<file path="config.mk">
export PLATFORM = sky130hd
export DESIGN_NAME = calc_sequencer
export DESIGN_NICKNAME = d
export VERILOG_FILES = /design/src/rtl/calc_sequencer.sv
export SDC_FILE = /design/constraint.sdc
export NUM_CORES = 1
export LEC_CHECK = 0
export CAP_MARGIN = 20
export CORE_ASPECT_RATIO = 0.8
export CORE_MARGIN = 1
export CORE_UTILIZATION = 30
export CTS_CLUSTER_DIAMETER = 40
export DETAILED_ROUTE_END_ITERATION = 6
export GPL_TIMING_DRIVEN = 0
export HOLD_SLACK_MARGIN = 0.15
export SLEW_MARGIN = 20
export SYNTH_ARGS = -nofsm -noshare
export SYNTH_HDL_FRONTEND = slang
export SYNTH_SLANG_ARGS = --single-unit
</file>
<file path="constraint.sdc">
create_clock -name clock -period 3.6 [get_ports clock]
set_input_delay 0.36 -clock clock [delete_from_list [all_inputs] [get_ports clock]]
set_output_delay 0.36 -clock clock [all_outputs]
set_load 0.005 [all_outputs]
</file>
<file path="src/rtl/calc_sequencer.sv">
// Key-event sequencer for a hex calculator: digit entry, operator chaining,
// repeat-equals, and one shared add/sub/pass/shift-add-multiply datapath.
module calc_sequencer #(
  parameter int W = 16
) (
  input  logic         clock,
  input  logic         reset,
  input  logic         newhex,
  input  logic [3:0]   hexcode,
  input  logic         newop,
  input  logic [1:0]   opcode,
  input  logic         eq,
  output logic [W-1:0] display,
  output logic         busy,
  output logic         done,
  output logic         ovf,
  output logic         key_drop,
  output logic [1:0]   dbg_state
);

  localparam int CW = $clog2(W);

  localparam logic [1:0] OP_ADD  = 2'b00;
  localparam logic [1:0] OP_MUL  = 2'b01;
  localparam logic [1:0] OP_SUB  = 2'b10;

  typedef enum logic [1:0] {
    IDLE = 2'd0,
    EXEC = 2'd1,
    MUL  = 2'd2
  } state_t;

  state_t          r_state;
  logic [W-1:0]    r_entry;
  logic [W-1:0]    r_acc;
  logic            r_flow;
  logic            r_pend_valid;
  logic [1:0]      r_pend_op;
  logic            r_after_eq;
  logic [1:0]      r_exec_op;
  logic            r_done;
  logic            r_ovf;
  logic            r_key_drop;
  logic [2*W-1:0]  r_prod;
  logic [2*W-1:0]  r_mcand;
  logic [W-1:0]    r_mplier;
  logic [CW-1:0]   r_cnt;

  logic            w_any_key;
  logic            w_start;
  logic [1:0]      w_start_op;
  logic [W:0]      w_sum;
  logic [W:0]      w_diff;
  logic [W-1:0]    w_exec_res;
  logic            w_exec_ovf;
  logic [2*W-1:0]  w_prod_next;

  assign w_any_key = eq | newop | newhex;

  // Execution is launched by eq with a pending op, or by an operator that
  // follows freshly typed digits in the middle of a chain.
  always_comb begin
    w_start    = 1'b0;
    w_start_op = r_pend_op;
    if (r_state == IDLE) begin
      if (eq) begin
        w_start = r_pend_valid;
      end else if (newop) begin
        w_start = r_pend_valid & ~r_flow & ~r_after_eq;
      end
    end
  end

  assign w_sum  = {1'b0, r_acc} + {1'b0, r_entry};
  assign w_diff = {1'b0, r_acc} - {1'b0, r_entry};

  always_comb begin
    w_exec_res = r_entry;
    w_exec_ovf = 1'b0;
    case (r_exec_op)
      OP_ADD: begin
        w_exec_res = w_sum[W-1:0];
        w_exec_ovf = w_sum[W];
      end
      OP_SUB: begin
        w_exec_res = w_diff[W-1:0];
        w_exec_ovf = w_diff[W];
      end
      default: begin
        w_exec_res = r_entry;
        w_exec_ovf = 1'b0;
      end
    endcase
  end

  assign w_prod_next = r_mplier[0] ? (r_prod + r_mcand) : r_prod;

  always_ff @(posedge clock or posedge reset) begin
    if (reset) begin
      r_state      <= IDLE;
      r_entry      <= '0;
      r_acc        <= '0;
      r_flow       <= 1'b0;
      r_pend_valid <= 1'b0;
      r_pend_op    <= 2'b00;
      r_after_eq   <= 1'b0;
      r_exec_op    <= 2'b00;
      r_done       <= 1'b0;
      r_ovf        <= 1'b0;
      r_key_drop   <= 1'b0;
      r_prod       <= '0;
      r_mcand      <= '0;
      r_mplier     <= '0;
      r_cnt        <= '0;
    end else begin
      r_done     <= 1'b0;
      r_key_drop <= 1'b0;

      if (w_start) begin
        r_exec_op <= w_start_op;
        r_prod    <= '0;
        r_mcand   <= {{W{1'b0}}, r_acc};
        r_mplier  <= r_entry;
        r_cnt     <= '0;
        r_state   <= (w_start_op == OP_MUL) ? MUL : EXEC;
      end

      case (r_state)
        IDLE: begin
          if (eq) begin
            if (!r_pend_valid) r_acc <= r_entry;
            r_after_eq <= 1'b1;
            r_flow     <= 1'b1;
          end else if (newop) begin
            if (!r_pend_valid) begin
              r_acc        <= r_entry;
              r_pend_valid <= 1'b1;
            end
            r_pend_op  <= opcode;
            r_after_eq <= 1'b0;
            r_flow     <= 1'b1;
          end else if (newhex) begin
            if (r_after_eq) r_pend_valid <= 1'b0;
            if (r_flow) r_entry <= {{(W-4){1'b0}}, hexcode};
            else        r_entry <= {r_entry[W-5:0], hexcode};
            r_flow     <= 1'b0;
            r_after_eq <= 1'b0;
          end
        end
        EXEC: begin
          r_acc   <= w_exec_res;
          r_ovf   <= w_exec_ovf;
          r_done  <= 1'b1;
          r_state <= IDLE;
        end
        MUL: begin
          r_prod   <= w_prod_next;
          r_mcand  <= {r_mcand[2*W-2:0], 1'b0};
          r_mplier <= {1'b0, r_mplier[W-1:1]};
          r_cnt    <= r_cnt + 1'b1;
          if (r_cnt == CW'(W-1)) begin
            r_acc   <= w_prod_next[W-1:0];
            r_ovf   <= |w_prod_next[2*W-1:W];
            r_done  <= 1'b1;
            r_state <= IDLE;
          end
        end
        default: r_state <= IDLE;
      endcase

      // Keys arriving mid-operation are discarded, never queued.
      if (r_state != IDLE && w_any_key) r_key_drop <= 1'b1;
    end
  end

  assign display   = r_flow ? r_acc : r_entry;
  assign busy      = (r_state != IDLE);
  assign done      = r_done;
  assign ovf       = r_ovf;
  assign key_drop  = r_key_drop;
  assign dbg_state = r_state;

endmodule
</file>
# ---- Word level (Yosys, flattened, before mapping)
# Index checks and enable logic that the tools add are counted.
dict set report op_classes {
  add_sub_neg 4
  eq_ne 7
  n_mux 38
  n_bitwise 8
  n_reduce_logical 17
}
# cell count
set op_table {}
lappend op_table {{two-way mux 32 bit} 5}
lappend op_table {{two-way mux 16 bit} 8}
lappend op_table {{one-hot mux 16 bit (3 select lines)} 1}
lappend op_table {{adder 32 bit} 1}
lappend op_table {{one-hot mux 16 bit (2 select lines)} 1}
lappend op_table {{adder 16 x 16 -> 17 bit} 1}
lappend op_table {{subtractor 16 x 16 -> 17 bit} 1}
lappend op_table {{OR reduction 16 bit} 1}
lappend op_table {{two-way mux 1 bit} 14}
lappend op_table {{nonzero test 2 bit} 5}
lappend op_table {{two-way mux 4 bit} 2}
lappend op_table {{AND reduction 4 bit} 2}
lappend op_table {{two-way mux 2 bit} 3}
lappend op_table {{one-hot mux 1 bit (2 select lines)} 3}
lappend op_table {{AND reduction 3 bit} 2}
lappend op_table {{nonzero test 3 bit} 2}
lappend op_table {{adder 4 x 1 -> 4 bit (second input constant)} 1}
lappend op_table {{== test 2 x 1 -> 1 bit (second input constant)} 2}
lappend op_table {{== test 2 bit (second input constant)} 2}
lappend op_table {{== test 4 bit (second input constant)} 1}
lappend op_table {{zero test 2 bit} 2}
lappend op_table {{NOT 1 bit} 4}
lappend op_table {{one-hot mux 2 bit (2 select lines)} 1}
lappend op_table {{AND reduction 2 bit} 2}
lappend op_table {{5 further kinds} 7}
dict set report word_totals {
  ff_bits 128
  input_bits 11
  output_inout_bits 22
  wordCells 89
}

# ---- Depth between registers and ports, before layout
# Gate-level depths: netlist of the first run.
dict set report depth {
  word_depth 9
  depth_mapped 13
  depth_no_buf 13
}

# ---- Worst setup path after synthesis of the first run
# Ideal clock, no wire load.
dict set report synth_path {
  path_kind {register -> register}
  from {register r_prod[0]}
  to {register r_ovf, in the netlist ovf}
  setup_time_ps 129
  arrival_ps 3004
  required_time_ps 3471
  setup_slack_ps 466
  stages_incl_launch_ff 13
  path_buffers 0
  period_less_slack_ps 3134
  path_cell_list {dfrtp_1 > ha_1 > fa_1 > a211oi_2 > o21ai_1 > nand4_1 > a21oi_1 > or2_2 > a311oi_1 > o211ai_1 > a211oi_1 > nand4_1 > o41a_1}
}
dict set report synth_between {
  elab_chain_cells 5
}
# element line_no
set synth_rtl {}
lappend synth_rtl {{start: declaration} 44} ;# logic [2*W-1:0] r_prod;
lappend synth_rtl {{start signal: assignment} 157} ;# r_prod <= w_prod_next;
lappend synth_rtl {{adder 32 bit} 96} ;# assign w_prod_next = r_mplier[0] ? (r_prod + r_mcand) : r_prod;
lappend synth_rtl {{two-way mux 32 bit} 96}
lappend synth_rtl {{OR reduction 16 bit} 163} ;# r_ovf <= |w_prod_next[2*W-1:W];
lappend synth_rtl {{two-way mux 1 bit} 161} ;# if (r_cnt == CW'(W-1)) begin
lappend synth_rtl {{one-hot mux 1 bit (2 select lines)} 128} ;# case (r_state)
lappend synth_rtl {{end signal: assignment} 152} ;# r_ovf <= w_exec_ovf;
lappend synth_rtl {{end signal: assignment} 163}
lappend synth_rtl {{end: declaration} 42} ;# logic r_ovf;
# Every way passes these cells. The select of a mux whose other input is x is not followed.
# A chain may end at the register's enable or synchronous reset.

# ---- Worst setup path after layout of the first run
dict set report layout_path {
  from {register r_mcand[0]}
  to {register r_ovf, in the netlist ovf}
}
dict set report layout_between {
  elab_chain_cells 5
}
# element line_no
set layout_rtl {}
lappend layout_rtl {{start: declaration} 45} ;# logic [2*W-1:0] r_mcand;
lappend layout_rtl {{start signal: assignment} 122} ;# r_mcand <= {{W{1'b0}}, r_acc};
lappend layout_rtl {{start signal: assignment} 158} ;# r_mcand <= {r_mcand[2*W-2:0], 1'b0};
lappend layout_rtl {{adder 32 bit} 96}
lappend layout_rtl {{two-way mux 32 bit} 96}
lappend layout_rtl {{OR reduction 16 bit} 163}
lappend layout_rtl {{two-way mux 1 bit} 161}
lappend layout_rtl {{one-hot mux 1 bit (2 select lines)} 128}
# Every way passes these cells. The select of a mux whose other input is x is not followed.

==> flow_metrics.py, run 1 <==
metrics = {
    "global_route": {
        "grt_pass1_wl_mm": 45.8,
        "grt_max_degree": 33,
        "gr-total-overflow": 0,
        "grt_pass1_vias": 8130,
        "antenna_found_initial": 1,
        "globalRouteTotalUtil_pct": 18.8,
    },
    "clock_tree": {
        "cts_buffers": 17,
        "h-tree-depth": 4,
        "ctsHoldBuffers": 0,
        "clockBufferDepth": 2,
        "cts_tree": "done",
        "clk-insertion-delay-late_ns": 0.44,
        "cts_sinks": 128,
        "clkTransAtPathRegs_ns": 0.06,
        "cts_root_buf": "clkbuf_16",
    },
    "placed_design": {
        "portBuffers": 32,
        "gp_congestion": 0.923,
        "dpl.hpwl_mm": 22.7,
        "place_ws_ns": -0.196,
    },
    "setup_path": {
        "ff2ff_setup_slack_ns": 0.06,
        "r2r_end": "ovf$_DFFE_PP0P_",
        "critPathKind": "register to register",
        "crit_arrival_ns": 3.86,
        "critPathMaxStageDelay_ns": 0.47,
        "r2r_start": "r_mcand[0]$_DFFE_PP0P_",
        "cp_max_fo": 3,
        "end_kind": "register",
        "start_kind": "register",
        "reg2reg_depth": 14,
        "critical_path.cell_chain": "ha_1, fa_2, a211oi_4, o21ai_2, nand4_1, buf_4, buf_4, a21oi_1, o22ai_2, xor2_1, a21oi_1, nor4_2, nand4_1, o41a_1",
        "crit_path_top_delay_cell": "dfrtp_2",
        "required_ns": 3.92,
    },
    "pwr": {
        "cell_internal_pwr_mw": 5.01,
        "pwr_density_cell_mw_per_mm2": 852,
        "ir_worst_vdd_v": 0.000313,
        "seqPwrFrac_pct": 25.5,
        "combPwrFrac_pct": 54.0,
        "total_leakage_power_nw": 4.97,
        "clockPowerShare_pct": 20.5,
        "swShare_pct": 46.5,
        "p_sw_mw": 4.35,
    },
    "floorplan": {
        "initial_core_util_pct": 30.6,
        "rows": 57,
        "die_area_mm2": 0.0318,
        "die_y_um": 160,
        "dieWidth_um": 199,
        "io_pins": 33,
        "core-area_mm2": 0.0305,
    },
    "synthesis": {
        "ys_ff_latch": 128,
        "synthDistinctLibCells": 83,
        "syn-mean-instance-area_um2": 8.16,
        "async_reset_ff_share_pct": 100,
        "synthFlopType": "dfrtp_1",
        "syn-num-nets": 1226,
        "synthCells": 1144,
        "synth.cell_area_mm2": 0.00933,
        "ys_warn_count": 0,
        "ys_seq_area_share_pct": 34.3,
        "synth-edff-count": 0,
    },
    "sta": {
        "tightest_slew_ns": 0.840,
        "rsz0062_at_grt": "true",
        "setup_viol": 0,
        "final_hold_viol_count": 0,
        "slew_headroom_pct": 44.0,
        "final.min_clock_period_ns": 3.54,
        "postLayoutSetupSlackWorst_ns": 0.0609,
        "slew_viol_final": 0,
        "timing.final.crit_share_pct": 98.3,
        "finClkSkew_ns": 0.00709,
        "fmax_mhz": 283,
    },
    "run_status": {
        "outcome": "completed",
    },
    "finish": {
        "register_area_mm2": 0.00320,
        "nets": 1286,
        "drive_gt1_share_pct": 7.40,
        "synthToLayoutAreaGrowth_pct": 17.7,
        "n_fill_cell": 3180,
        "multi_input_area_mm2": 0.00575,
        "fin_util_pct": 36.1,
        "diodes": 0,
    },
    "routing": {
        "wl_per_cell_um": 18.0,
        "drcViolationCount": 0,
        "vias_per_cell": 5.39,
        "initialDrtViolationCount": 766,
        "wl_mm": 29.3,
        "ant_nets": 0,
        "route.vias.total": 8789,
        "first_pass_iters": 6,
    },
    "hold_path": {
        "hold_class": "input port to async pin",
    },
    "run": {
        "maxCapViolations": 0,
    },
}
-- power by group through the flow --
stage	registers (mW)	logic, mW	clock network, mW
final	2.39	5.06	1.92
after global routing	2.44	5.58	2.01
after CTS	2.38	4.95	1.95
after detailed placement	2.40	4.91	0
after global placement	2.39	4.84	0
after floorplan	2.20	3.48	0
-- worst max-delay path: cells and delay by family, from the launching register on --
family          cells  cell delay (ns)
buf+inv             2             0.26
compound gates      6             1.18
fa+ha+maj           2             0.66
flops               1             0.47
simple gates        3             0.67
xor+xnor            1             0.16
-- metrics by stage --
| step | std cells | hold WS, ns | area [µm²] | total power [mW] | setup TNS, ns |
|---|---|---|---|---|---|
| 6_report | 1630 | 0.345 | 11000 | 9.36 | 0 |
| 5_1_grt | 1630 | 0.397 | 11000 | 10.0 | -0.0425 |
| 4_1_cts | 1627 | 0.349 | 10900 | 9.28 | 0 |
| 3_5_place_dp | 1593 | 0.469 | 10300 | 7.31 | -0.196 |
| 3_3_place_gp | 1589 | 0.458 | 10200 | 7.23 | -0.189 |
| 2_1_floorplan | 1144 | 0.450 | 9340 | 5.68 | 0 |
-- what timing repair did --
item,CTS,global route
buffers inserted,2,3
cloned,0,0
endpoints found under the setup margin,1,3
pin swaps,4,7
gates resized for setup,1,8
-- synth_stat cells, types with 6 or more instances --
cell	count	area, µm²
o21ai_0	118	591
a221oi_1	8	70.1
nand2b_1	19	119
a21o_1	33	248
a211oi_1	12	90.1
o21ai_1	7	35.0
nor2b_1	8	50.1
a31oi_1	12	75.1
mux2_2	15	169
nand3_1	17	85.1
o21bai_1	8	60.1
dfrtp_1	128	3200
nand4_1	8	50.1
xnor2_1	16	140
nor3_1	23	115
mux2i_1	22	220
nand2_1	200	751
a21oi_1	79	395
xor2_1	13	114
ha_1	68	851
or3_1	7	43.8
o31ai_1	8	60.1
nor2_1	88	330
clkbuf_1	56	210
o21a_1	6	45.0
o211ai_1	7	52.6
and3_1	13	81.3
inv_1	47	176
-- layer usage --
layer	routed length, µm	vias to the layer above	track usage [%]	share of wire, %
li1	-	4190	-	-
met1	14800	4310	28.8	51
met2	12000	258	25.7	41
met3	2060	31	4.77	7.0
met4	380	0	4.41	1.3
met5	0	-	0	0
-- placed cells by master, fill, tap and decap left out, drive strengths merged, types with 15 or more instances in the layout --
master / count
a211oi: 15
a21o: 33
a21oi: 81
buf: 15
clkbuf: 75
clkdlybuf4s50: 32
dfrtp: 128
ha: 68
inv: 48
mux2: 16
mux2i: 22
nand2: 200
nand2b: 19
nand3: 17
nor2: 89
nor3: 23
o21ai: 127
xnor2: 16
-- layout make-up --
type                    count  share of cell area (%)
multi-input cells         905                    52.3
flip-flops and latches    128                    29.2
well taps                 413                    4.70
clock buffers              19                    4.12
repair buffers             41                    4.06
plain buffers              62                    2.24
inverters                  49                    1.71
clock inverters            13                    1.67
-- worst max path at each step --
stage	from	endpoint	slack (ns)
2_1_floorplan	r_prod[0]$_DFFE_PP0P_	ovf$_DFFE_PP0P_	0.47
3_3_place_gp	r_mcand[0]$_DFFE_PP0P_	ovf$_DFFE_PP0P_	-0.19
3_5_place_dp	r_mcand[0]$_DFFE_PP0P_	ovf$_DFFE_PP0P_	-0.20
4_1_cts	r_mcand[0]$_DFFE_PP0P_	ovf$_DFFE_PP0P_	0.009
5_1_grt	r_mcand[0]$_DFFE_PP0P_	ovf$_DFFE_PP0P_	-0.04
6_report	r_mcand[0]$_DFFE_PP0P_	ovf$_DFFE_PP0P_	0.06
-- registers in the layout (all words and copies together), names as in the netlist --
name	count
r_mcand	32
r_after_eq	1
r_pend_op	2
r_cnt	4
r_pend_valid	1
r_mplier	16
r_acc	16
r_flow	1
key_drop	1
r_entry	16
done	1
dbg_state	2
r_prod	32
ovf	1
r_exec_op	2
-- kinds of logic (layout without fill, tap and decap cells) --
logic type	count (synthesis)	in the layout	share of synthesized area (%)
and+or+nand+nor	410	410	19.6
xor gates and xnor gates	29	29	2.72
AOI/OAI and AO/OA	357	357	24.6
buffers and inverters	111	184	4.61
adders and majority gates	71	71	9.76
DFF	128	128	34.3
muxes	38	38	4.33
Power figures use the tool's default switching activity.
==> run 2: changes to the inputs <==
CORE_MARGIN = not set   (was 1)
CORE_UTILIZATION = 57   (was 30)
PLACE_DENSITY = 0.78   (was not set)
==> run 2 against run 1 <==
Net effect: fmax barely moved; cell area down 2.6%; hold slack about the same; clock power down 3%; non-clock buffer count shrank 5; first-iteration DRC count increased by 47%; sequential power about the same; cell count down 13%; largest power group unchanged.
==> flow_metrics.py, run 2 (synthesized netlist as in run 1, its figures left out) <==
metrics = {
    "run_status": {
        "outcome": "completed",
    },
    "setup_path": {
        "critPathTopFamily": "compound AO/OA/AOI/OAI gates",
        "critPathKind": "register to register",
        "path_buf_inv": 1,
        "critical_path.cell_chain": "ha_1, inv_1, fa_1, o21ba_1, o21ai_1, a21oi_1, o31ai_2, a2111oi_1, nor4_1, o31a_1, o2111ai_1, a222oi_1, o41a_1",
        "critPathMaxStageDelay_ns": 0.71,
        "r2r_end": "ovf$_DFFE_PP0P_",
        "start_kind": "register",
        "crit_arrival_ns": 3.85,
        "end_kind": "register",
        "crit_start": "r_entry[0]$_DFFE_PP0P_",
        "required_ns": 3.91,
        "cp_max_fo": 6,
        "r2r_start": "r_entry[0]$_DFFE_PP0P_",
        "crit_path_top_delay_cell": "a2111oi_1",
        "reg2reg_depth": 13,
        "ff2ff_setup_slack_ns": 0.06,
    },
    "finish": {
        "fin_util_pct": 67.3,
        "reg_top3": "r_mcand (32), r_prod (32)",
        "layout_common_cells": "nand2_1, dfrtp_1, o21ai_0",
        "layoutNonFillerInstCount": 1426,
        "nets": 1281,
        "mostFrequentLayoutCell": "nand2_1",
        "drive_gt1_share_pct": 6.85,
        "diodes": 0,
        "synthToLayoutAreaGrowth_pct": 14.6,
    },
    "clock_tree": {
        "cts_buffers": 17,
        "cts_root_buf": "clkbuf_16",
        "postCtsSetupBuffers": 0,
        "clockBufferDepth": 2,
        "h-tree-depth": 4,
        "clk-insertion-delay-late_ns": 0.43,
        "cts_tree": "done",
        "cts_sinks": 128,
        "clkTransAtPathRegs_ns": 0.06,
    },
    "floorplan": {
        "dieWidth_um": 145,
        "io_pins": 33,
        "die_area_mm2": 0.0169,
        "initial_core_util_pct": 58.7,
        "rows": 41,
        "core-area_mm2": 0.0159,
        "die_y_um": 116,
    },
    "placed_design": {
        "dpl.hpwl_mm": 21.1,
        "gp_congestion": 0.934,
        "portBuffers": 32,
        "placedCellCount": 1395,
    },
    "pwr": {
        "total_leakage_power_nw": 4.95,
        "pwr_density_cell_mw_per_mm2": 872,
        "ir_worst_vdd_v": 0.000535,
    },
    "routing": {
        "ant_nets": 0,
        "initialDrtViolationCount": 1126,
        "first_pass_iters": 5,
        "wl_mm": 28.0,
        "wl_per_cell_um": 19.6,
        "route.vias.total": 9060,
        "drcViolationCount": 0,
        "vias_per_cell": 6.35,
    },
    "sta": {
        "whs_ns": 0.345,
        "final_hold_viol_count": 0,
        "timing.final.crit_share_pct": 98.3,
        "tightest_slew_ns": 0.856,
        "setup_tns_ns": 0,
        "finClkSkew_ns": 0.00923,
        "slew_headroom_pct": 43.0,
        "slew_viol_final": 0,
        "fmax_mhz": 283,
        "final.min_clock_period_ns": 3.54,
        "setup_viol": 0,
    },
    "global_route": {
        "grt_pass1_wl_mm": 44.6,
        "globalRouteTotalUtil_pct": 34.2,
        "grt_max_degree": 35,
        "gr-total-overflow": 0,
        "grt_pass1_vias": 8226,
        "antenna_found_initial": 0,
    },
    "run": {
        "maxCapViolations": 0,
    },
    "hold_path": {
        "hold_class": "input port to async pin",
    },
}
## run 2: worst max-delay path by stage
stage / endpoint / cells past startpoint
after floorplan: ovf$_DFFE_PP0P_ / 12
after global placement: ovf$_DFFE_PP0P_ / 12
after detailed placement: ovf$_DFFE_PP0P_ / 12
after CTS: ovf$_DFFE_PP0P_ / 12
after global routing: ovf$_DFFE_PP0P_ / 12
final: ovf$_DFFE_PP0P_ / 13
## run 2: metal layers
metal,GRT usage [%],up-vias,routed length [µm],share of wire [%]
li1,-,4191,-,-
met1,51.2,4389,13300,48
met2,49.3,436,11600,41
met3,7.58,44,2630,9.4
met4,9.82,0,453,1.6
met5,0,-,0,0
## run 2: where the power goes
group | switching [mW] | internal [mW] | total (mW)
Combinational | 3.14 | 1.94 | 5.08
Sequential | 0.515 | 1.87 | 2.39
Clock | 0.705 | 1.16 | 1.86
## run 2: through the flow
stage | worst slack (ns) | power, mW | area, µm²
global route | -0.00975 | 9.93 | 10700
CTS | 0.00464 | 9.15 | 10700
finish | 0.0624 | 9.33 | 10700
detailed placement | -0.0848 | 7.24 | 10000
global placement | -0.0729 | 7.12 | 9920
floorplan | 0.466 | 5.68 | 9340
## run 2: timing repair
item	4_1_cts	5_1_grt
endpoints found under the hold margin	0	0
pin swaps	1	6
hold buffers	0	0
setup endpoints to repair	2	2
gates resized for setup	3	7
## run 2: cell type report
class | count | area (µm²)
multi-input cells | 905 | 5760
fillers | 1322 | 5210
flip-flops and latches | 128 | 3200
clock buffers | 18 | 429
repair buffers | 36 | 408
well taps | 215 | 269
plain buffers | 62 | 246
clock inverters | 13 | 190
inverters | 49 | 188
==> run 3: changes to the inputs <==
CTS_CLUSTER_DIAMETER = not set   (was 40)
==> results of run 3 <==
Final layout, timing and power as in run 2 (identical DEF).
